`src/rtl/fp_pkg.sv`:
```
// Shared floating-point definitions for the int-to-float converter and the
// FP adder datapath.
//   FP_W / EXP_W / MANT_W / EXP_BIAS : IEEE-754 single-precision field sizes
//   cvt_state_t                      : converter control states
//   rnd_req_t / rnd_rsp_t            : request/response of the RNE rounder
//   pack_fp()                        : assemble {sign, exp, mant}
package fp_pkg;

    localparam int FP_W     = 32;
    localparam int EXP_W    = 8;
    localparam int MANT_W   = 23;
    localparam int EXP_BIAS = 127;

    typedef enum logic [2:0] {
        IDLE  = 3'd0,
        LOAD  = 3'd1,
        NORM  = 3'd2,
        ROUND = 3'd3,
        DONE  = 3'd4
    } cvt_state_t;

    typedef struct packed {
        logic [MANT_W-1:0] mant;
        logic              guard;
        logic              sticky;
        logic [EXP_W-1:0]  exp;
    } rnd_req_t;

    typedef struct packed {
        logic [MANT_W-1:0] mant;
        logic [EXP_W-1:0]  exp;
        logic              inexact;
    } rnd_rsp_t;

    function automatic logic [FP_W-1:0] pack_fp(input logic              sign,
                                                input logic [EXP_W-1:0]  exp,
                                                input logic [MANT_W-1:0] mant);
        return {sign, exp, mant};
    endfunction

endpackage

```
`src/rtl/fp_round_rne.sv`:
```
// Combinational round-to-nearest-even on a 23-bit mantissa.
//   req : {mant, guard, sticky, exp}  mantissa with the first discarded bit
//                                      (guard) and OR of the rest (sticky)
//   rsp : {mant, exp, inexact}        rounded mantissa, exponent bumped on
//                                      mantissa carry-out, discarded-bits flag
// Callers guarantee the exponent cannot overflow on the carry.
module fp_round_rne
    import fp_pkg::*;
(
    input  rnd_req_t req,
    output rnd_rsp_t rsp
);

    logic              round_up;
    logic [MANT_W:0]   mant_inc;

    always_comb begin
        round_up    = req.guard & (req.sticky | req.mant[0]);
        mant_inc    = {1'b0, req.mant} + {{MANT_W{1'b0}}, round_up};
        // On carry-out the low bits are already zero: 1.111..1 + ulp = 10.000..0
        rsp.mant    = mant_inc[MANT_W-1:0];
        rsp.exp     = req.exp + {{(EXP_W-1){1'b0}}, mant_inc[MANT_W]};
        rsp.inexact = req.guard | req.sticky;
    end

endmodule

```
`src/rtl/int_to_float_pack.sv`:
```
// Sequential 32-bit integer (signed or unsigned) to IEEE-754 single converter.
// Normalises by iterative left shift (coarse NORM_STEP or single bit per
// cycle), then rounds to nearest even and packs.
//   clk, res               : clock, synchronous active-high reset
//   in_valid/in_ready      : request handshake (in_ready only in IDLE)
//   in_data, in_signed     : operand and its interpretation
//   out_valid/out_ready    : result handshake (out_valid held until taken)
//   out_data, out_inexact  : packed float and rounding-inexact flag
// All outputs are registered.
module int_to_float_pack
    import fp_pkg::*;
#(
    parameter int NORM_STEP = 8,
    parameter int EXP_INIT  = 158
) (
    input  logic            clk,
    input  logic            res,
    input  logic            in_valid,
    output logic            in_ready,
    input  logic [FP_W-1:0] in_data,
    input  logic            in_signed,
    output logic            out_valid,
    input  logic            out_ready,
    output logic [FP_W-1:0] out_data,
    output logic            out_inexact
);

    cvt_state_t      state, state_nxt;

    logic [FP_W-1:0] data_q, data_nxt;
    logic            signed_q, signed_nxt;
    logic            sign_q, sign_nxt;
    logic [FP_W-1:0] mag_q, mag_nxt;
    logic [EXP_W:0]  exp_q, exp_nxt;

    logic            in_ready_nxt;
    logic            out_valid_nxt;
    logic [FP_W-1:0] out_data_nxt;
    logic            out_inexact_nxt;

    logic            sign_load;
    logic [FP_W-1:0] mag_load;
    logic            coarse;
    logic [FP_W-1:0] mag_sh;
    logic [EXP_W:0]  exp_sh;

    rnd_req_t        rnd_req;
    rnd_rsp_t        rnd_rsp;

    // Magnitude of the captured operand; -0x80000000 wraps back to 0x80000000,
    // which is exactly the unsigned magnitude wanted.
    assign sign_load = signed_q & data_q[FP_W-1];
    assign mag_load  = sign_load ? ((~data_q) + 32'd1) : data_q;

    // Coarse shift only when the whole top window is zero, so the leading one
    // is never shifted out.
    assign coarse = (mag_q[FP_W-1 -: NORM_STEP] == '0);
    assign mag_sh = coarse ? (mag_q << NORM_STEP) : (mag_q << 1);
    assign exp_sh = coarse ? (exp_q - (EXP_W+1)'(NORM_STEP)) : (exp_q - 9'd1);

    assign rnd_req.mant   = mag_q[FP_W-2:FP_W-1-MANT_W];
    assign rnd_req.guard  = mag_q[FP_W-2-MANT_W];
    assign rnd_req.sticky = |mag_q[FP_W-3-MANT_W:0];
    // Largest reachable exponent is 159, so the low 8 bits carry it fully.
    assign rnd_req.exp    = exp_q[EXP_W-1:0];

    fp_round_rne u_round (
        .req (rnd_req),
        .rsp (rnd_rsp)
    );

    always_ff @(posedge clk) begin
        if (res) state <= IDLE;
        else     state <= state_nxt;
    end

    always_comb begin
        state_nxt = state;
        case (state)
            IDLE:  if (in_valid) state_nxt = LOAD;
            LOAD:  state_nxt = (mag_load == '0) ? DONE : NORM;
            // Leave as soon as the leading one reaches bit 31, including on
            // the cycle that performs the final shift.
            NORM:  if (mag_q[FP_W-1] || mag_sh[FP_W-1]) state_nxt = ROUND;
            ROUND: state_nxt = DONE;
            DONE:  if (out_valid && out_ready) state_nxt = IDLE;
            default: state_nxt = IDLE;
        endcase
    end

    always_comb begin
        data_nxt        = data_q;
        signed_nxt      = signed_q;
        sign_nxt        = sign_q;
        mag_nxt         = mag_q;
        exp_nxt         = exp_q;
        out_valid_nxt   = 1'b0;
        out_data_nxt    = out_data;
        out_inexact_nxt = out_inexact;
        case (state)
            IDLE: begin
                if (in_valid) begin
                    data_nxt   = in_data;
                    signed_nxt = in_signed;
                end
            end
            LOAD: begin
                sign_nxt = sign_load;
                mag_nxt  = mag_load;
                exp_nxt  = (EXP_W+1)'(EXP_INIT);
                if (mag_load == '0) begin
                    out_data_nxt    = '0;
                    out_inexact_nxt = 1'b0;
                end
            end
            NORM: begin
                if (!mag_q[FP_W-1]) begin
                    mag_nxt = mag_sh;
                    exp_nxt = exp_sh;
                end
            end
            ROUND: begin
                out_data_nxt    = pack_fp(sign_q, rnd_rsp.exp, rnd_rsp.mant);
                out_inexact_nxt = rnd_rsp.inexact;
            end
            DONE: begin
                // Raised on the first DONE cycle, dropped after the handshake.
                out_valid_nxt = out_valid ? ~out_ready : 1'b1;
            end
            default: ;
        endcase
        in_ready_nxt = (state_nxt == IDLE);
    end

    always_ff @(posedge clk) begin
        if (res) begin
            data_q      <= '0;
            signed_q    <= 1'b0;
            sign_q      <= 1'b0;
            mag_q       <= '0;
            exp_q       <= '0;
            in_ready    <= 1'b1;
            out_valid   <= 1'b0;
            out_data    <= '0;
            out_inexact <= 1'b0;
        end else begin
            data_q      <= data_nxt;
            signed_q    <= signed_nxt;
            sign_q      <= sign_nxt;
            mag_q       <= mag_nxt;
            exp_q       <= exp_nxt;
            in_ready    <= in_ready_nxt;
            out_valid   <= out_valid_nxt;
            out_data    <= out_data_nxt;
            out_inexact <= out_inexact_nxt;
        end
    end

endmodule
```
`config.mk`:
```
export PLATFORM = sky130hd
export DESIGN_NAME = int_to_float_pack
export DESIGN_NICKNAME = d
export VERILOG_FILES = /design/src/rtl/fp_pkg.sv /design/src/rtl/fp_round_rne.sv /design/src/rtl/int_to_float_pack.sv
export SDC_FILE = /design/constraint.sdc
export NUM_CORES = 1
export LEC_CHECK = 0
export CORE_MARGIN = 4
export CORE_UTILIZATION = 35
export DETAILED_ROUTE_END_ITERATION = 8
export SYNTH_ARGS = -nofsm -noshare
export SYNTH_HDL_FRONTEND = slang
export SYNTH_SLANG_ARGS = --single-unit
```
`constraint.sdc`:
```
create_clock -name clk -period 3.4 [get_ports clk]
set_input_delay 0.34 -clock clk [delete_from_list [all_inputs] [get_ports clk]]
set_output_delay 0.34 -clock clk [all_outputs]
set_load 0.01 [all_outputs]
```
==> Yosys cells after proc, flatten, opt, wreduce, memory -nomap -nowiden <==
Cells that the tools add are included.
Widths: inputs -> output; s select.
{ "totals": {"register_bits": 113, "out_inout_bits": 35} }
{ "classes": {"addsub": 5, "eq_ne": 6, "muxes": 17, "bitwise": 7, "n_reduce_logical": 13} }
{ "op_table": {"columns": ["cell", "count"], "rows": [
  ["$mux 32", 4],
  ["$pmux 32 s2", 2],
  ["$add 32x1->32 const B", 1],
  ["$logic_not 32->1", 1],
  ["$not 32->32", 1],
  ["$add 23x1->24", 1],
  ["$mux 9", 2],
  ["$pmux 9 s2", 1],
  ["$pmux 3 s5", 1],
  ["$mux 3", 4],
  ["$sub 9x1->9 const B", 1],
  ["$sub 9x4->9 const B", 1],
  ["$add 8x1->8", 1],
  ["$logic_not 8->1", 1],
  ["$reduce_or 7->1", 1],
  ["$eq 3x2->1 const B", 2],
  ["$logic_not 3->1", 2],
  ["$reduce_and 2->1", 3],
  ["$ne 2x2->1 const B", 2],
  ["$reduce_bool 2->1", 2],
  ["$eq 3x1->1 const B", 1],
  ["$eq 3x3->1 const B", 1],
  ["$and 1x1->1", 2],
  ["$mux 1", 2],
  ["6 further kinds", 8]
]} }

==> Longest topological paths before layout <==
{ "depth": {"ltp_word": 7, "mapped_depth": 15, "ltp_nobuf": 15} }

==> By module <==
Synthesis repeated with hierarchy kept, for this count alone.
{ "unflattened": {"cells_unflattened": 881, "area_unflattened_um2": 6775.2} }
{ "by_module_without_submodules": {"columns": ["mod", "n_inst", "cells_each", "area_per_inst_um2", "seq_area_each_um2"], "rows": [
  ["int_to_float_pack", 1, 803, 6194.7, 2242.2],
  ["fp_round_rne", 1, 78, 580.6, 0.0]
]} }

==> Worst setup path before layout <==
No wires, ideal clock.
{ "synth_path": {"path_type": "register -> register", "start": "register data_q[0]", "end": "register out_data[2]", "setup_ps": 126, "arrival_ps": 3244, "t_required_ps": 3274, "path_slack_ps": 31, "stages_incl_launch_ff": 13, "path_buffers": 2, "synth_period_minus_slack_ps": 3369, "path_cell_list": "dfxtp_1 > inv_1 > ha_1 > buf_2 > or4b_4 > nor4_4 > a31oi_1 > xnor2_1 > nand4_1 > or4_4 > o41ai_4 > buf_4 > o21ai_0"} }
{ "synth_between": {"elab_chain_len": 6} }
{ "synth_lines": {"columns": ["element", "line_no", "source"], "rows": [
  ["from (decl)", "int_to_float_pack.sv:30", "logic [FP_W-1:0] data_q, data_nxt;"],
  ["from (signal assigned)", "int_to_float_pack.sv:147", "data_q <= data_nxt;"],
  ["$not 32->32", "int_to_float_pack.sv:53", "assign mag_load = sign_load ? ((~data_q) + 32'd1) : data_q;"],
  ["$add 32x1->32", "int_to_float_pack.sv:53", null],
  ["$mux 32 (*)", "int_to_float_pack.sv:53", null],
  ["$logic_not 32->1 (*)", "int_to_float_pack.sv:111", "if (mag_load == '0) begin"],
  ["$ne 2x2->1 (no line) (*)", null, null],
  ["$reduce_and 2->1 (no line) (*)", null, null],
  ["to (signal assigned)", "int_to_float_pack.sv:154", "out_data <= out_data_nxt;"],
  ["to (decl)", "int_to_float_pack.sv:24", "output logic [FP_W-1:0] out_data,"]
]} }
Mark *: on every way between the ends. The rest lies on a longest branch, timed or not.
A chain may end at the register's enable or synchronous reset.

==> Final worst setup path <==
{ "layout_path": {"start": "register data_q[1]", "end": "register out_data[28]"} }
The elaborated chain is that of the path after synthesis.

==> flow_metrics.py <==
metrics = {
    "min_path": {
        "worstHoldStart": "sign_q",
        "whs_path_depth": 2,
        "min_to": "sign_q",
        "hold_class": "flip-flop to flip-flop",
    },
    "cells_and_area": {
        "instances_no_fill": 1132,
        "drive_above_1_share": 0.0838,
        "antenna_cells": 0,
        "syn2layout_area_growth_pct": 21.9,
        "final_area_sq_mm": 0.00766,
        "nets": 948,
    },
    "clocking": {
        "htreeDepth": 3,
        "hold_buffers": 0,
        "cts_root_buf": "clkbuf_16",
        "clock_latency_ns": 0.37,
        "clkTransAtPathRegs_ns": 0.08,
        "clock_sinks": 112,
        "clock_path_buffers": 2,
        "cts_tree": "built",
        "cts_buffers": 9,
    },
    "power_and_ir_drop": {
        "pwr-share-comb": 0.304,
        "vdd_drop_max_mv": 0.347,
        "clkPwrFrac": 0.282,
        "swShare": 0.363,
        "p_switching_mw": 1.44,
        "p_per_area_mw_per_mm2": 517,
        "leakage_nw": 2.79,
        "power_frac_seq": 0.414,
        "power.internal_mw": 2.52,
    },
    "worst_setup_path": {
        "crit_family": "simple AND/OR/NAND/NOR gates",
        "slowest_stage": "or4_4",
        "timing.rr.end": "out_data[28]",
        "arrival_ns": 3.52,
        "r2r_setup_slack_ns": 0.13,
        "cp-end-kind": "flip-flop",
        "worst_r2r_path_depth": 12,
        "path_class": "flip-flop to flip-flop",
        "worstReg2RegStart": "data_q[1]",
        "cp_max_fo": 15,
        "slowest_delay_ns": 0.58,
        "path_cells": "inv_1 -> ha_1 -> or4b_4 -> nor4_4 -> a31oi_1 -> xnor2_1 -> nand4_1 -> or4_4 -> o41ai_4 -> buf_6 -> clkbuf_16 -> o21ai_1",
        "startpoint_type": "flip-flop",
        "required_ns": 3.66,
        "worst-path-buf-inv": 3,
    },
    "floorplanning": {
        "die_x_um": 142,
        "die_h_um": 142,
        "io_pins": 72,
        "dieArea_sq_mm": 0.0202,
        "rows": 48,
        "core_sq_mm": 0.0175,
        "initial_core_util": 0.360,
    },
    "timing": {
        "worstMarginPinSlew_ns": 0.839,
        "clock_skew_ns": 0.0133,
        "setup_violations": 0,
        "period_needed_ns": 3.27,
        "finalMaxSlewViolations": 0,
        "slew_headroom": 0.439,
        "hold_viol": 0,
        "fin_crit_sh": 0.960,
        "setup_ws_ns": 0.135,
        "fmax_mhz": 306,
    },
    "detailed_routing": {
        "dr_total_vias": 6200,
        "drt-initial-drc-count": 435,
        "drcViolationCount": 0,
        "drt_pass1_iterations": 8,
        "ant_nets": 0,
        "avgViaCountPerCell": 5.48,
        "totalWireLength_um": 17700,
        "wire_per_inst_um": 15.6,
    },
    "logic_synthesis": {
        "synth_nets": 896,
        "yosys_warnings": 0,
        "syn_area_per_cell_sq_um": 7.39,
        "ys_ff_latch": 112,
        "synth_cells": 851,
        "synth.distinct_cells": 57,
        "async_flop_share": 0,
        "synthFlopType": "dfxtp_1",
        "syn-cell-area_sq_mm": 0.00629,
        "synth_seq_area_share": 0.357,
        "synth_edf_count": 0,
    },
    "place": {
        "io_buffers": 71,
        "hpwl_um": 12500,
        "dp_slack_ns": 0.100,
        "placed_cell_area_sq_mm": 0.00730,
        "place_congestion": 0.843,
        "dp_cells": 1113,
    },
    "global_route": {
        "grt_start_max_net_pins": 43,
        "antenna_found_initial": 0,
        "track_usage": 0.172,
        "grt_pass1_wl_um": 28400,
        "overflow": 0,
        "grt_pass1_vias": 5421,
    },
    "run": {
        "cap_violations": 0,
    },
    "status": {
        "outcome": "finished clean",
    },
}
-- what timing repair did --
action                                  CTS  global route
setup buffers                             0             3
endpoints found under the setup margin    0            35
resized for setup                         0             4
-- tightest hold or removal path: cells and delay by family, from the launching register on --
| family | cells | cell delay [ns] |
|---|---|---|
| AOI/OAI and AO/OA | 1 | 0.05 |
| DFF | 1 | 0.32 |
| and+or+nand+nor | 1 | 0.05 |
-- logic make-up (layout without fill, tap and decap cells) --
logic type	count (synthesis)	in the layout	share of synthesized area
AO/OA/AOI/OAI	221	221	0.223
XOR/XNOR	61	61	0.0850
adder cells (fa/ha/maj)	8	8	0.0159
buffers and inverters	89	145	0.0557
flip-flops	112	112	0.357
multiplexers	4	4	0.00657
AND/OR/NAND/NOR	356	356	0.257
-- state kept, by name (all words and copies together), names as in the netlist --
register     cells
state            3
out_data        32
out_inexact      1
out_valid        1
signed_q         1
mag_q           32
sign_q           1
in_ready         1
exp_q            8
data_q          32
-- per-layer routing --
metal	vias to the layer above	GRT usage	wire [um]
met5	-	0	0
met3	25	0.0403	1120
met2	182	0.258	7680
li1	3099	-	-
met1	2894	0.249	8610
met4	0	0.0439	260
-- cells in the mapped netlist (all sizes together) (2+ instances only) --
| cell type | count | area [sq um] |
|---|---|---|
| a211oi | 11 | 82.6 |
| a21o | 2 | 15.0 |
| a21oi | 79 | 395 |
| a221oi | 5 | 43.8 |
| a222oi | 3 | 30.0 |
| a22oi | 27 | 203 |
| a311oi | 3 | 26.3 |
| a31oi | 18 | 113 |
| a41oi | 3 | 26.3 |
| and2 | 4 | 25.0 |
| and3 | 2 | 12.5 |
| buf | 9 | 50.1 |
| clkbuf | 65 | 244 |
| dfxtp | 112 | 2240 |
| ha | 8 | 100 |
| inv | 15 | 56.3 |
| mux2i | 3 | 30.0 |
| nand2 | 161 | 604 |
| nand2b | 2 | 12.5 |
| nand3 | 20 | 100 |
| nand4 | 11 | 68.8 |
| nand4b | 3 | 26.3 |
| nor2 | 83 | 312 |
| nor2b | 2 | 12.5 |
| nor3 | 34 | 170 |
| nor4 | 11 | 98.8 |
| nor4b | 2 | 17.5 |
| o211a | 4 | 40.0 |
| o211ai | 3 | 22.5 |
| o21a | 2 | 15.0 |
| o21ai | 39 | 195 |
| o22ai | 7 | 43.8 |
| o311ai | 3 | 26.3 |
| o31a | 2 | 17.5 |
| o32ai | 3 | 26.3 |
| or2 | 4 | 25.0 |
| or3 | 6 | 37.5 |
| or4 | 7 | 56.3 |
| xnor2 | 34 | 298 |
| xor2 | 27 | 236 |
-- layout by cell type, fill, tap and decap left out, types with 11 or more instances in the layout --
cell,netlist,final
a21oi_1,79,79
xnor2_1,34,34
a22oi_1,27,27
o21ai_0,19,19
a31oi_1,18,18
a211oi_1,11,11
nand3_1,20,20
dfxtp_1,112,111
clkdlybuf4s50_1,0,70
o21ai_1,20,20
nor3_1,34,34
buf_4,3,41
nor2_1,83,81
nand2_1,161,161
xor2_1,27,27
nand4_1,11,11
inv_1,15,15
-- area by class of cell --
type	instances	area, sq um
Inverter	15	56.3
Clock buffer	9	225
Sequential cell	112	2240
Tap cell	225	282
Timing Repair Buffer	115	1070
Multi-Input combinational cell	650	3710
Clock inverter	6	75.1
Fill cell	1806	9810
-- power by group through the flow --
stage	Sequential (mW)	Clock [mW]	Combinational, mW
after floorplan	1.58	0	0.859
after global placement	1.66	0	1.17
after detailed placement	1.67	0	1.17
after CTS	1.63	1.14	1.17
after global routing	1.66	1.19	1.33
final	1.64	1.12	1.20
-- worst max-delay path by stage --
stage | start | to | cells after the start
final | data_q[1] | out_data[28] | 12
after detailed placement | data_q[1] | out_data[2] | 11
after global routing | data_q[1] | out_data[0] | 12
after floorplan | data_q[0] | out_data[2] | 12
after global placement | data_q[1] | out_data[4] | 11
after CTS | data_q[1] | out_data[2] | 11
-- metrics by stage --
step                      power (mW)  utilization  hold slack, ns  TNS, ns
final                           3.96        0.439           0.465        0
after global routing            4.18        0.439           0.489  -0.0248
after CTS                       3.95        0.435           0.469        0
after detailed placement        2.84        0.418           0.455        0
after global placement          2.84        0.418           0.448        0
after floorplan                 2.44            -           0.437        0
Power figures use the tool's default switching activity.
